==> config.mk <==
export PLATFORM = sky130hd
export DESIGN_NAME = mips_div_seq
export DESIGN_NICKNAME = d
export VERILOG_FILES = /design/src/rtl/mips_div_pkg.sv /design/src/rtl/mips_div_step.sv /design/src/rtl/mips_div_seq.sv
export SDC_FILE = /design/constraint.sdc
export NUM_CORES = 1
export LEC_CHECK = 0
export BUFFER_PORTS_ARGS = -buffer_cell sky130_fd_sc_hd__clkbuf_2
export CORE_MARGIN = 1
export CORE_UTILIZATION = 40
export CTS_CLUSTER_SIZE = 10
export DETAILED_ROUTE_END_ITERATION = 7
export GPL_TIMING_DRIVEN = 0
export PLACE_DENSITY_LB_ADDON = 0.15
export SLEW_MARGIN = 30
export SYNTH_ARGS = -nofsm -noshare
export SYNTH_HDL_FRONTEND = slang
export SYNTH_SLANG_ARGS = --single-unit
==> constraint.sdc <==
create_clock -name clk -period 5.65 [get_ports clk]
set_input_delay 1.13 -clock clk [delete_from_list [all_inputs] [get_ports clk]]
set_output_delay 1.13 -clock clk [all_outputs]
set_load 0.1 [all_outputs]
==> src/rtl/mips_div_pkg.sv <==
// Shared definitions for the multi-cycle EX-stage divider: state encodings
// and the handshake constants used by ex/ctrl when driving the divider.
package mips_div_pkg;

  // Divider FSM states; 2-bit encodings are shared with the rest of the pipeline.
  typedef enum logic [1:0] {
    DIV_IDLE   = 2'b00,
    DIV_BYZERO = 2'b01,
    DIV_ON     = 2'b10,
    DIV_END    = 2'b11
  } div_state_e;

  localparam int REG_DATA_WIDTH   = 32;
  localparam int DIV_RESULT_WIDTH = 2 * REG_DATA_WIDTH;

  localparam logic DIV_START = 1'b1;
  localparam logic DIV_STOP  = 1'b0;
  localparam logic ANNUL     = 1'b1;
  localparam logic NOT_ANNUL = 1'b0;

endpackage

==> src/rtl/mips_div_step.sv <==
// One restoring-division step: shift the next dividend bit into the partial
// remainder and subtract the divisor when it fits.
module mips_div_step #(
  parameter int DATA_W = 32
) (
  input  logic [DATA_W-1:0] rem_in,
  input  logic              dividend_bit,
  input  logic [DATA_W-1:0] divisor,
  output logic [DATA_W-1:0] rem_out,
  output logic              quo_bit
);

  // The shifted remainder is always below 2*divisor, so DATA_W+1 bits hold it
  // and the top bit of the DATA_W+1-bit difference is exactly the borrow.
  logic [DATA_W:0] shifted;
  logic [DATA_W:0] diff;

  // Trial subtraction and restore selection.
  always_comb begin
    shifted = {rem_in, dividend_bit};
    diff    = shifted - {1'b0, divisor};
    quo_bit = ~diff[DATA_W];
    rem_out = diff[DATA_W] ? shifted[DATA_W-1:0] : diff[DATA_W-1:0];
  end

endmodule

==> src/rtl/mips_div_seq.sv <==
// Multi-cycle DIV/DIVU unit for the EX stage. One quotient bit is produced per
// clock; the pipeline is held through stall_req_out until the result is ready.
//
// Handshake: ex raises start_in and holds it (with stable intent) until it sees
// ready_out; operands are captured only on the accepting edge. ready_out stays
// high with result_out held for as long as start_in stays high, and the unit
// returns to IDLE once start_in drops. annul_in cancels at any point and wins
// over a simultaneous start_in.
module mips_div_seq
  import mips_div_pkg::*;
#(
  parameter  int DATA_W = 32,
  localparam int CNT_W  = $clog2(DATA_W) + 1
) (
  input  logic                clk,
  input  logic                rst_n,
  input  logic                start_in,
  input  logic                signed_in,
  input  logic [DATA_W-1:0]   op1_in,
  input  logic [DATA_W-1:0]   op2_in,
  input  logic                annul_in,
  output logic [2*DATA_W-1:0] result_out,
  output logic                ready_out,
  output logic                stall_req_out
);

  div_state_e        state;
  div_state_e        state_next;
  logic [CNT_W-1:0]  cnt;
  logic [DATA_W-1:0] rem_q;
  logic [DATA_W-1:0] quo_q;
  logic [DATA_W-1:0] divisor_q;
  logic              quo_neg;
  logic              rem_neg;

  logic              accept;
  logic              last_step;
  logic [DATA_W-1:0] op1_mag;
  logic [DATA_W-1:0] op2_mag;
  logic [DATA_W-1:0] step_rem;
  logic              step_quo;
  logic [DATA_W-1:0] quo_next;
  logic [DATA_W-1:0] quo_fixed;
  logic [DATA_W-1:0] rem_fixed;

  // Operand magnitudes and sign-corrected final values; the magnitude of the
  // most negative value wraps to itself, which is correct read as unsigned.
  always_comb begin
    accept    = start_in & ~annul_in;
    last_step = (cnt == CNT_W'(DATA_W - 1));
    op1_mag   = (signed_in & op1_in[DATA_W-1]) ? (~op1_in + DATA_W'(1)) : op1_in;
    op2_mag   = (signed_in & op2_in[DATA_W-1]) ? (~op2_in + DATA_W'(1)) : op2_in;
    quo_next  = {quo_q[DATA_W-2:0], step_quo};
    quo_fixed = quo_neg ? (~quo_next + DATA_W'(1)) : quo_next;
    rem_fixed = rem_neg ? (~step_rem + DATA_W'(1)) : step_rem;
  end

  mips_div_step #(
    .DATA_W(DATA_W)
  ) u_step (
    .rem_in      (rem_q),
    .dividend_bit(quo_q[DATA_W-1]),
    .divisor     (divisor_q),
    .rem_out     (step_rem),
    .quo_bit     (step_quo)
  );

  // State register.
  always_ff @(posedge clk) begin
    if (!rst_n) begin
      state <= DIV_IDLE;
    end else begin
      state <= state_next;
    end
  end

  // Next-state and stall request.
  always_comb begin
    state_next    = state;
    stall_req_out = 1'b0;
    case (state)
      DIV_IDLE: begin
        if (accept) begin
          stall_req_out = 1'b1;
          state_next    = (op2_in == '0) ? DIV_BYZERO : DIV_ON;
        end
      end
      DIV_BYZERO: begin
        stall_req_out = 1'b1;
        state_next    = annul_in ? DIV_IDLE : DIV_END;
      end
      DIV_ON: begin
        stall_req_out = 1'b1;
        if (annul_in) begin
          state_next = DIV_IDLE;
        end else if (last_step) begin
          state_next = DIV_END;
        end
      end
      DIV_END: begin
        if (!start_in || annul_in) begin
          state_next = DIV_IDLE;
        end
      end
      default: state_next = DIV_IDLE;
    endcase
  end

  // Datapath: operand capture, iteration, and result/ready registers.
  always_ff @(posedge clk) begin
    if (!rst_n) begin
      cnt        <= '0;
      rem_q      <= '0;
      quo_q      <= '0;
      divisor_q  <= '0;
      quo_neg    <= 1'b0;
      rem_neg    <= 1'b0;
      result_out <= '0;
      ready_out  <= 1'b0;
    end else begin
      case (state)
        DIV_IDLE: begin
          result_out <= '0;
          ready_out  <= 1'b0;
          if (accept && (op2_in != '0)) begin
            quo_q     <= op1_mag;
            divisor_q <= op2_mag;
            rem_q     <= '0;
            cnt       <= '0;
            quo_neg   <= signed_in & (op1_in[DATA_W-1] ^ op2_in[DATA_W-1]);
            rem_neg   <= signed_in & op1_in[DATA_W-1];
          end
        end
        DIV_BYZERO: begin
          result_out <= '0;
          ready_out  <= ~annul_in;
        end
        DIV_ON: begin
          if (annul_in) begin
            cnt        <= '0;
            result_out <= '0;
            ready_out  <= 1'b0;
          end else begin
            rem_q <= step_rem;
            quo_q <= quo_next;
            cnt   <= cnt + CNT_W'(1);
            if (last_step) begin
              result_out <= {rem_fixed, quo_fixed};
              ready_out  <= 1'b1;
            end
          end
        end
        DIV_END: begin
          if (!start_in || annul_in) begin
            result_out <= '0;
            ready_out  <= 1'b0;
          end
        end
        default: begin
          result_out <= '0;
          ready_out  <= 1'b0;
        end
      endcase
    end
  end

endmodule

Word-level counts from Yosys, hierarchy flattened
Index checks and enable logic that the tools add are counted.
Storage, ports and cells
  register bits after elaboration: 171
  output and inout port bits: 66
  logic and storage cells: 80
Cells by class
  add/sub/neg operators: 6
  equality and inequality tests: 9
  mux-type cells: 31
  bitwise operators: 11
  reductions and logical operators: 14
Operators by type and width (number)
  $mux W32: 9
  $mux W64: 3
  $pmux W64 S3: 1
  $add A32 B1 Y32 const B: 4
  $not A32 Y32: 4
  $pmux W32 S2: 2
  $sub A33 B32 Y33: 1
  $logic_not A32 Y1: 1
  $reduce_bool A32 Y1: 1
  $mux W2: 6
  $mux W6: 2
  $pmux W6 S2: 1
  $ne A2 B2 Y1 const B: 4
  $pmux W2 S4: 1
  $add A6 B1 Y6 const B: 1
  $eq A6 B5 Y1 const B: 1
  $reduce_and A2 Y1: 3
  $reduce_and A3 Y1: 2
  $and A1 B1 Y1: 4
  $eq A2 B2 Y1 const B: 2
  $mux W1: 4
  $pmux W1 S4: 1
  $reduce_or A2 Y1: 2
  $ne A3 B3 Y1 const B: 1
  9 further kinds: 10

Longest topological paths before layout
Gate-level depths: netlist (run 1).
  word-level depth: 8
  gate-level depth with buffers: 22
  gate-level depth less buffers: 20

Modules after synthesis
Synthesis (run 1) repeated with hierarchy kept, for this count alone.
Second synthesis, totals
  cells, all modules: 1356
  area, all modules: 11124.4 um2
Modules (own cells, without submodules)
  mips_div_seq: times used 1, cells an instance 1051, area each 8765.9 um2, seq. area each 3423.3 um2
  mips_div_step: times used 1, cells an instance 305, area each 2358.5 um2, seq. area each 0.0 um2

Worst setup path before layout (run 1)
Ideal clock, no wire load.
  path kind: register to register
  from: register quo_q[31]
  to: register result_out[56]
  library setup time: 126 ps
  data arrival time: 4080 ps
  required time: 5524 ps
  slack: 1444 ps
  stages on the path, launching flop included: 21
  path buffers: 3
  clock period less this slack: 4206 ps
  cells stage by stage: dfxtp_1 > inv_1 > ha_1 > inv_1 > fa_1 > a211oi_2 > o211ai_2 > and3_1 > o211a_1 > o21a_1 > nor2_2 > buf_2 > buf_4 > buf_4 > mux2i_1 > ha_1 > o21ai_1 > a211o_1 > o31ai_2 > xnor2_1 > o21ai_1
Between the ends
  word-level cells in the longest chain between the ends: 8
Ends and longest elaborated chain
  start, declared: RTL line mips_div_seq.sv:31  | logic [DATA_W-1:0] quo_q;
  start signal, assigned: RTL line mips_div_seq.sv:126  | quo_q <= op1_mag;
  start signal, assigned: RTL line mips_div_seq.sv:145  | quo_q <= quo_next;
  $sub A33 B32 Y33: RTL line mips_div_step.sv:21  | diff = shifted - {1'b0, divisor};
  $mux W32 (*): RTL line mips_div_step.sv:23  | rem_out = diff[DATA_W] ? shifted[DATA_W-1:0] : diff[DATA_W-1:0];
  $not A32 Y32: RTL line mips_div_seq.sv:55  | rem_fixed = rem_neg ? (~step_rem + DATA_W'(1)) : step_rem;
  $add A32 B1 Y32: RTL line mips_div_seq.sv:55
  $mux W32 (*): RTL line mips_div_seq.sv:55
  $mux W64 (*): RTL line mips_div_seq.sv:147  | if (last_step) begin
  $mux W64 (*): RTL line mips_div_seq.sv:139  | if (annul_in) begin
  $pmux W64 S3 (*): RTL line mips_div_seq.sv:121  | case (state)
  end signal, assigned: RTL line mips_div_seq.sv:148  | result_out <= {rem_fixed, quo_fixed};
  end, declared: RTL line mips_div_seq.sv:22  | output logic [2*DATA_W-1:0] result_out,
Mark *: on every way between the ends. The rest lies on a longest branch, timed or not. The select of a mux whose other input is x is not followed.
A chain may end at the register's enable or synchronous reset.

Worst setup path in the final report (run 1)
  from: register quo_q[31]
  to: register result_out[60]
The elaborated chain is that of the path after synthesis.

==> results.cfg, run 1 <==
[final_layout]
drive_gt1_frac = 0.1295
filler_cell_count = 3025
fin_util = 0.4715
antenna_cells = 0
stdcell_area_um2 = 13680
syn2layout_area_growth_pct = 14.63
nNetsFinal = 1828

[yosys]
netlist_instances = 1564
synth_cell_types = 83
synthFlopType = dfxtp_1
synthArstFlopShare = 0
synth_edf_count = 0
syn_area_um2 = 11930
ys_ff_latch = 171
seq_area_frac_synth = 0.2869
syn-num-nets = 1675
syn_avg_cell_area_um2 = 7.630
ys.warnings.count = 0

[clock_tree]
clkLatencyLatePin_ns = 0.45
clkTransAtPathRegs_ns = 0.07
clock-sinks = 171
cts-root-buf = clkbuf_16
cts_buffers = 17
cts_tree = yes
htree_levels = 4
hold_buffers = 0
clock_path_buffers = 2

[sta]
setup_viol = 0
min_period_ns = 5.469
setup_ws_ns = 0.1806
drv_slew = 0
setup_tns_ns = 0
holdWs_ns = 0.4499
rsz0062_at_grt = false
worst_slew_pin_slew_ns = 0.7940
finalHoldViolations = 0
period_share = 0.9680
fin_worst_skew_ns = 0.01278
relSlewSlack = 0.4637
max_freq_mhz = 182.8

[global_route]
overflow = 0
grt_pass1_wl_mm = 60.59
first_global_vias = 10900
grtUsageTotal = 0.2546
grt_antenna_before_repair = 0
grt_max_degree = 19

[hold_path]
hold_class = reg2reg

[floorplan]
rows = 62
dieArea_um2 = 30530
core_um2 = 29010
die_x_um = 174.7
initial_utilization = 0.4113
die_h_um = 174.7
pin_count = 135

[drt]
wl_per_cell_um = 18.58
ant_nets = 0
drtPass1Iterations = 5
drt-initial-drc-count = 1059
wl_mm = 39.29
vias = 11820
drc_errors = 0
avgViaCountPerCell = 5.593

[placement]
port_buffers = 134
post-dp-hpwl_mm = 31.02
gp_congestion = 0.9327
dpl_cell_area_um2 = 13090
dp_slack_ns = 0.2661

[power_and_ir_drop]
power_density_nw_per_um2 = 351.6
ir_worst_vdd_mv = 0.3748
leakagePower_nw = 5.600

[worst_setup_path]
worst-setup-path-type = reg2reg
critPathArrivalTime_ns = 5.79
required_ns = 5.97
worstPathMaxFanout = 10
end_kind = flip-flop
start_kind = flip-flop

[outcome]
status = finished clean

[run]
max-cap-violations = 0
-- cell usage in the layout, fill, tap and decap left out, types with 10 or more instances in the layout --
cell type  Yosys  layout
nand2b_1      12      12
o31ai_1       33      33
or3_1         13      13
a22oi_1       31      31
nand2_1      279     279
a21boi_0      10      10
a21boi_1      29      29
dfxtp_1      171     171
and2_1        46      46
nor2b_1       44      44
ha_1          41      41
mux2i_1       21      21
buf_2         17      17
o21ai_1       48      48
o21ai_0      114     114
nor3_1        23      23
a21oi_1       68      68
a21o_1        11      11
nand3_1       22      21
nor4_1        13      13
clkbuf_2       0     134
xor2_1        63      63
o211a_1       32      32
o211ai_1      10      10
clkbuf_16      0      17
clkbuf_1      64      64
nor2_1        66      66
inv_1         52      52
xnor2_1       77      77
o41ai_1       12      12
or4_1         15      15
-- logic make-up (layout without fill, tap and decap cells) --
group                    Yosys count  after routing  share of synthesized area
flip-flops                       171            171                     0.2869
multiplexers                      22             22                    0.01856
AND/OR/NAND/NOR                  575            575                     0.2300
AO/OA/AOI/OAI                    472            472                     0.2679
buffers and inverters            142            308                    0.04928
adder cells (fa/ha/maj)           42             42                    0.04466
XOR/XNOR                         140            140                     0.1027
-- metrics by stage --
step / std cells / power (mW)
4_1_cts: 2114 / 4.780
5_1_grt: 2114 / 5.089
2_1_floorplan: 1564 / 2.973
6_report: 2114 / 4.810
3_3_place_gp: 2082 / 3.566
3_5_place_dp: 2082 / 3.582
-- layer usage --
layer / routed length, um / global-route usage / part of all wire / up-vias
met1: 19020 / 0.3667 / 0.48 / 5559
li1: - / - / - / 5852
met5: 0 / 0 / 0 / -
met4: 677 / 0.06196 / 0.017 / 0
met2: 16880 / 0.3912 / 0.43 / 364
met3: 2708 / 0.04373 / 0.069 / 48
-- critical path, stage by stage, from the launching register on --
cell,delay (ns)
dfxtp_1,0.36
inv_1,0.08
ha_1,0.16
inv_1,0.05
fa_1,0.44
a211oi_2,0.28
o211ai_2,0.15
and3_1,0.27
o211a_1,0.30
o21a_1,0.28
nor2_2,0.17
buf_2,0.34
buf_4,0.30
buf_4,0.26
mux2i_1,0.39
ha_1,0.27
o21ai_1,0.24
a211o_1,0.44
o31ai_2,0.30
xnor2_1,0.16
o21ai_1,0.08
-- cell type report --
cell class	instances	area (um^2)	share of cell area
buffer	89	389.1	0.02845
timing repair buffer	134	670.6	0.04903
sequential	171	3423	0.2503
inverter	53	198.9	0.01454
multi-input combinational	1251	7935	0.5801
tap	384	480.5	0.03512
clock buffer	18	439.2	0.03210
clock inverter	14	142.6	0.01043
-- timing repair --
item	CTS	global route
setup buffers	0	0
endpoints found under the setup margin	0	7
resized for setup	0	2
-- sequential cells by signal, summed over array words and instances (netlist names) --
name / cells
divisor_q: 32
quo_neg: 1
cnt: 6
state: 2
quo_q: 32
rem_neg: 1
result_out: 64
ready_out: 1
rem_q: 32
-- synth_stat cells (all sizes together) (21+ instances only) --
cell type | n | area share
dfxtp | 171 | 0.29
a21oi | 75 | 0.035
nand2 | 281 | 0.089
o31ai | 38 | 0.026
ha | 41 | 0.043
and2 | 48 | 0.025
mux2i | 21 | 0.018
nor2 | 68 | 0.022
nand3 | 22 | 0.0092
a21boi | 39 | 0.025
buf | 25 | 0.012
clkbuf | 64 | 0.020
nor3 | 24 | 0.010
nor2b | 44 | 0.023
xnor2 | 77 | 0.057
a22oi | 31 | 0.020
o21ai | 164 | 0.069
xor2 | 63 | 0.046
o211a | 32 | 0.027
inv | 52 | 0.016
-- final timing paths --
| check | startpoint | slack [ns] | endpoint | cells after the start |
|---|---|---|---|---|
| worst min register to register | result_out[61] | 0.45 | result_out[61] | 2 |
| worst max-delay path | quo_q[31] | 0.18 | result_out[60] | 20 |
| worst min-delay path | result_out[61] | 0.45 | result_out[61] | 2 |
| worst max register to register | quo_q[31] | 0.18 | result_out[60] | 20 |
-- power breakdown --
| group | switching (mW) | internal [mW] | total, mW | leakage, nW |
|---|---|---|---|---|
| clock network | 0.595 | 0.603 | 1.20 | 0.282 |
| registers | 0.127 | 1.32 | 1.45 | 1.39 |
| logic | 1.48 | 0.686 | 2.17 | 3.93 |
No activity file was read; power rests on OpenSTA's default activity.
==> run 2: changes to the inputs <==
Clock period 5.65 ns to 6.1 ns, I/O delays scaled along.
==> results.cfg, run 2 (same netlist as run 1, synthesis figures left out) <==
[outcome]
status = finished clean

[drt]
wl_mm = 39.19
ant_nets = 0
wl_per_cell_um = 18.54
drc_errors = 0
vias = 11830
avgViaCountPerCell = 5.596
drtPass1Iterations = 6
drt-initial-drc-count = 1008

[hold_path]
whs_endpoint = result_out[61]
hold_class = reg2reg
holdPathStages = 2
worstHoldStart = result_out[61]

[worst_setup_path]
reg2reg_depth = 21
required_ns = 6.48
worstPathMaxFanout = 10
worstReg2RegEnd = result_out[28]
r2r_slack_ns = 0.64
critPathArrivalTime_ns = 5.85
reg2reg_from = quo_q[31]
worst-setup-path-type = reg2reg
start_kind = flip-flop
end_kind = flip-flop

[floorplan]
die_x_um = 174.7
pin_count = 135
initial_utilization = 0.4113
dieArea_um2 = 30530
rows = 62
die_h_um = 174.7
core_um2 = 29010

[clock_tree]
cts_buffers = 17
cts_resized = 0
clkLatencyLatePin_ns = 0.45
clock_path_buffers = 2
cts-root-buf = clkbuf_16
htree_levels = 4
clkTransAtPathRegs_ns = 0.07
cts_tree = yes
post_cts_buffers = 0
clock-sinks = 171
hold_buffers = 0

[sta]
setup_tns_ns = 0
fin_worst_skew_ns = 0.01323
min_period_ns = 5.462
rsz0062_at_grt = false
finalHoldViolations = 0
drv_slew = 0
setup_ws_ns = 0.6379
setup_viol = 0
worst_slew_pin_slew_ns = 0.7966
max_freq_mhz = 183.1
period_share = 0.8954
holdWs_ns = 0.4496
relSlewSlack = 0.4633

[power_and_ir_drop]
pwr-share-clk = 0.249
p_comb_frac = 0.450
sw_frac_of_total = 0.4576
p_int_mw = 2.414
power_mw = 4.451
switchingPower_mw = 2.037
ir_worst_vdd_mv = 0.3479
leakagePower_nw = 5.593
power_density_nw_per_um2 = 325.6
pwr-share-seq = 0.301

[global_route]
use_met1 = 0.3667
grt_util_met3 = 0.04373
overflow = 0
top_usage_layer = met2
gr-usage-met2 = 0.3912
grt_antenna_before_repair = 0
grtUsageTotal = 0.2546
grt_pass1_wl_mm = 60.59
grt_max_degree = 19
first_global_vias = 10900

[final_layout]
drive_gt1_frac = 0.1289
nNetsFinal = 1828
filler_cell_count = 3024
largest_reg_flops = 64
largest_register = result_out
multi_input_area_um2 = 7924
instances_no_fill = 2114
final_common_cell = nand2_1
syn2layout_area_growth_pct = 14.53
fin_util = 0.4711
layout_common_cells = nand2_1, dfxtp_1, clkbuf_2
antenna_cells = 0
final-seq-area_um2 = 3423
stdcell_area_um2 = 13670

[placement]
gp_congestion = 0.9327
post-dp-hpwl_mm = 31.02
dp_cells = 2082
port_buffers = 134
dp_slack_ns = 0.7161
dpl_cell_area_um2 = 13090

[run]
max-cap-violations = 0
[run 2: how the worst max path moves through the flow]
stage	endpoint	slack [ns]	cells after the start	from
6_report	result_out[28]	0.64	21	quo_q[31]
4_1_cts	result_out[28]	0.69	21	quo_q[31]
3_3_place_gp	result_out[26]	0.79	22	quo_q[31]
5_1_grt	result_out[28]	0.33	21	quo_q[31]
2_1_floorplan	result_out[56]	1.89	20	quo_q[31]
3_5_place_dp	result_out[26]	0.72	22	quo_q[31]
[run 2: final cells by class]
cell class	count	area share
plain buffers	89	0.02847
clock buffers	18	0.03213
clock inverters	14	0.01044
inverters	53	0.01456
multi-input cells	1251	0.5797
flip-flops and latches	171	0.2505
well taps	384	0.03515
repair buffers	134	0.04907
[run 2: routing by layer]
layer  share of wire  up-vias
li1                -     5848
met1            0.49     5586
met2            0.43      351
met3           0.063       45
met4           0.016        0
met5               0        -
[run 2: power by group through the flow]
stage | combinational [mW] | clock [mW] | sequential, mW
after detailed placement | 1.95 | 0 | 1.36
after CTS | 1.97 | 1.12 | 1.34
after global placement | 1.94 | 0 | 1.36
after floorplan | 1.36 | 0 | 1.40
final | 2.00 | 1.11 | 1.34
after global routing | 2.18 | 1.17 | 1.36
[run 2: critical path: stages, from the launching register on]
cell      delay, ns
dfxtp_1        0.36
inv_1          0.07
ha_1           0.16
inv_1          0.05
fa_1           0.44
a211oi_2       0.28
o211ai_2       0.15
and3_1         0.27
o211a_1        0.28
nor3_2         0.38
nor2_2         0.09
inv_1          0.12
buf_2          0.29
buf_2          0.33
buf_2          0.34
ha_1           0.34
nand3_1        0.31
or3_1          0.48
o31ai_1        0.26
xnor2_1        0.16
a22oi_1        0.09
nor2b_1        0.14
==> run 3: changes to the inputs <==
Settings changed: SYNTH_HIERARCHICAL set to 1.
==> results.cfg, run 3 <==
[power_and_ir_drop]
leakagePower_nw = 5.117
power_mw = 2.953
power_density_nw_per_um2 = 229.3
ir_worst_vdd_mv = 0.1685

[worst_setup_path]
crit_slowest_cell = or4_1
reg2reg_depth = 21
cp_slowest_stage_delay_ns = 0.64
cp.depth = 21
worstReg2RegEnd = result_out[52]
crit_top_cell = buf_12
crit_path_end = result_out[52]
reg2reg_from = quo_q[31]
worst-setup-path-type = reg2reg
r2r_slack_ns = 0.18
critPathArrivalTime_ns = 6.21
critPathTopFamily = simple AND/OR/NAND/NOR gates
crit_chain = inv_1 > ha_1 > fa_1 > and2b_1 > o2111ai_2 > a21oi_2 > o2111ai_1 > a211oi_2 > nor2_4 > mux2i_4 > and2_4 > buf_12 > inv_8 > buf_12 > mux2_4 > or4_1 > nor4_4 > nand3_1 > and3b_1 > o21ai_1 > a21oi_1
start_kind = flip-flop
required_ns = 6.39
end_kind = flip-flop
critPathBufInv = 4
worstPathMaxFanout = 10
crit_start = quo_q[31]

[yosys]
yosysMostFrequentCell = dfxtp_1
netlist_instances = 1356
synthFlopType = dfxtp_1
syn_avg_cell_area_um2 = 8.204
yosysTopAreaCellShare = 0.3077
synth_cell_types = 84
synth_common_cells = dfxtp_1, nand2_1, o21ai_0
seq_area_frac_synth = 0.3077
ys.warnings.count = 6
synth.top_cells.by_area = dfxtp_1, xor2_1, o21ai_0
syn-num-nets = 1467
synthArstFlopShare = 0
syn_area_um2 = 11120
yosys.area.top_type = dfxtp_1
ys_ff_latch = 171
synth_edf_count = 0

[floorplan]
die_h_um = 168.8
rows = 60
dieArea_um2 = 28480
core_um2 = 27100
initial_utilization = 0.4105
die_x_um = 168.8
pin_count = 135

[global_route]
grtUsageTotal = 0.2408
overflow = 0
first_global_vias = 9628
grt_pass1_wl_mm = 53.72
grt_antenna_before_repair = 0
grt_max_degree = 17

[drt]
wl_per_cell_um = 18.15
drc_errors = 0
wl_mm = 34.34
drt-initial-drc-count = 826
vias = 10600
ant_nets = 0
drtPass1Iterations = 5
avgViaCountPerCell = 5.600

[clock_tree]
cts_tree = yes
htree_levels = 4
clock-sinks = 171
post_cts_buffers = 0
clkLatencyLatePin_ns = 0.44
clkTransAtPathRegs_ns = 0.07
cts_buffers = 17
clock_path_buffers = 2
cts-root-buf = clkbuf_16
hold_buffers = 0

[final_layout]
drive_gt1_frac = 0.1605
nNetsFinal = 1618
layout_common_cells = dfxtp_1, nand2_1, o21ai_0, clkbuf_2, a21oi_1
largest_register = result_out
filler_cell_count = 2727
syn2layout_area_growth_pct = 15.73
final_common_cell = dfxtp_1
largest_reg_flops = 64
antenna_cells = 0
instances_no_fill = 1892

[sta]
setup_tns_ns = 0
fin_worst_skew_ns = 0.01878
period_share = 0.9712
max_freq_mhz = 168.8
holdWs_ns = 0.4517
relSlewSlack = 0.3053
setup_viol = 0
finalHoldViolations = 0
min_period_ns = 5.924
drv_slew = 0
worst_slew_pin_slew_ns = 1.041

[placement]
post-dp-hpwl_mm = 27.01
dp_cells = 1860
gp_congestion = 0.8773
port_buffers = 132

[hold_path]
hold_class = reg2reg
worstHoldStart = result_out[14]

[outcome]
status = finished clean

[run]
max-cap-violations = 0
[run 3: changes by cell type in the layout (fill, tap and decap cells not counted), sizes merged, moves of 20 or more]
cell,previous run,this run
o211a,32,0
a21boi,39,3
xor2,63,88
and2,48,6
nor2b,44,6
xnor2,77,55
nand2,281,140
o21ai,164,135
a22o,0,36
a21oi,75,95
mux2,1,24
[run 3: cells by family (layout without fill, tap and decap cells)]
kind of cell,Yosys count,after routing,synth area share
mux,32,32,0.03903
simple gates,406,406,0.1822
flops,171,171,0.3077
fa+ha+maj,42,42,0.04791
compound gates,436,436,0.2555
buf+inv,126,290,0.05500
xor+xnor,143,143,0.1126
[run 3: how the worst min path moves through the flow]
| stage | end | slack (ns) | depth (start not counted) |
|---|---|---|---|
| after detailed placement | result_out[56] | 0.44 | 2 |
| after global routing | result_out[47] | 0.48 | 2 |
| final | result_out[14] | 0.45 | 2 |
| after global placement | result_out[13] | 0.43 | 2 |
| after CTS | result_out[14] | 0.46 | 2 |
| after floorplan | cnt[5] | 0.43 | 1 |
[run 3: cell type report]
cell class / instances / area, um^2 / share of cell area
inverters: 50 / 195.2 / 0.01516
repair buffers: 132 / 660.6 / 0.05131
flip-flops and latches: 171 / 3423 / 0.2659
well taps: 372 / 465.4 / 0.03615
clock inverters: 10 / 138.9 / 0.01079
plain buffers: 76 / 416.7 / 0.03236
clock buffers: 22 / 464.2 / 0.03605
multi-input cells: 1059 / 7111 / 0.5523
[run 3: metal layers]
metal / GRT usage / routed length, um / vias to the layer above / share of wire
li1: - / - / 5225 / -
met1: 0.3647 / 17600 / 5044 / 0.51
met2: 0.3568 / 14530 / 295 / 0.42
met3: 0.03227 / 1761 / 32 / 0.051
met4: 0.05534 / 442 / 0 / 0.013
met5: 0 / 0 / - / 0
[run 3: worst register-to-register path, stage by stage (launching register included)]
cell	delay, ns
dfxtp_1	0.36
inv_1	0.06
ha_1	0.22
fa_1	0.42
and2b_1	0.27
o2111ai_2	0.15
a21oi_2	0.24
o2111ai_1	0.22
a211oi_2	0.34
nor2_4	0.11
mux2i_4	0.39
and2_4	0.24
buf_12	0.13
inv_8	0.05
buf_12	0.14
mux2_4	0.33
or4_1	0.64
nor4_4	0.43
nand3_1	0.31
and3b_1	0.27
o21ai_1	0.33
a21oi_1	0.13
[run 3: what timing repair did]
action                     4_1_cts  5_1_grt
pin swaps                        0        0
setup endpoints to repair        1        3
resized for setup                1        2
gates cloned                     0        0
[run 3: where the power goes]
part | total, mW | internal, mW | switching (mW) | leakage, nW
sequential | 1.20 | 1.15 | 0.0446 | 1.39
combinational | 0.606 | 0.225 | 0.381 | 3.45
clock | 1.15 | 0.667 | 0.483 | 0.283
[run 3: through the flow]
step                utilization  setup WS (ns)  area [um^2]
floorplan                     -          1.145        11120
detailed placement       0.4520        0.09152        12250
global route             0.4751      -0.002198        12870
global placement         0.4520        0.05945        12250
CTS                      0.4743         0.1454        12850
finish                   0.4751         0.1757        12870
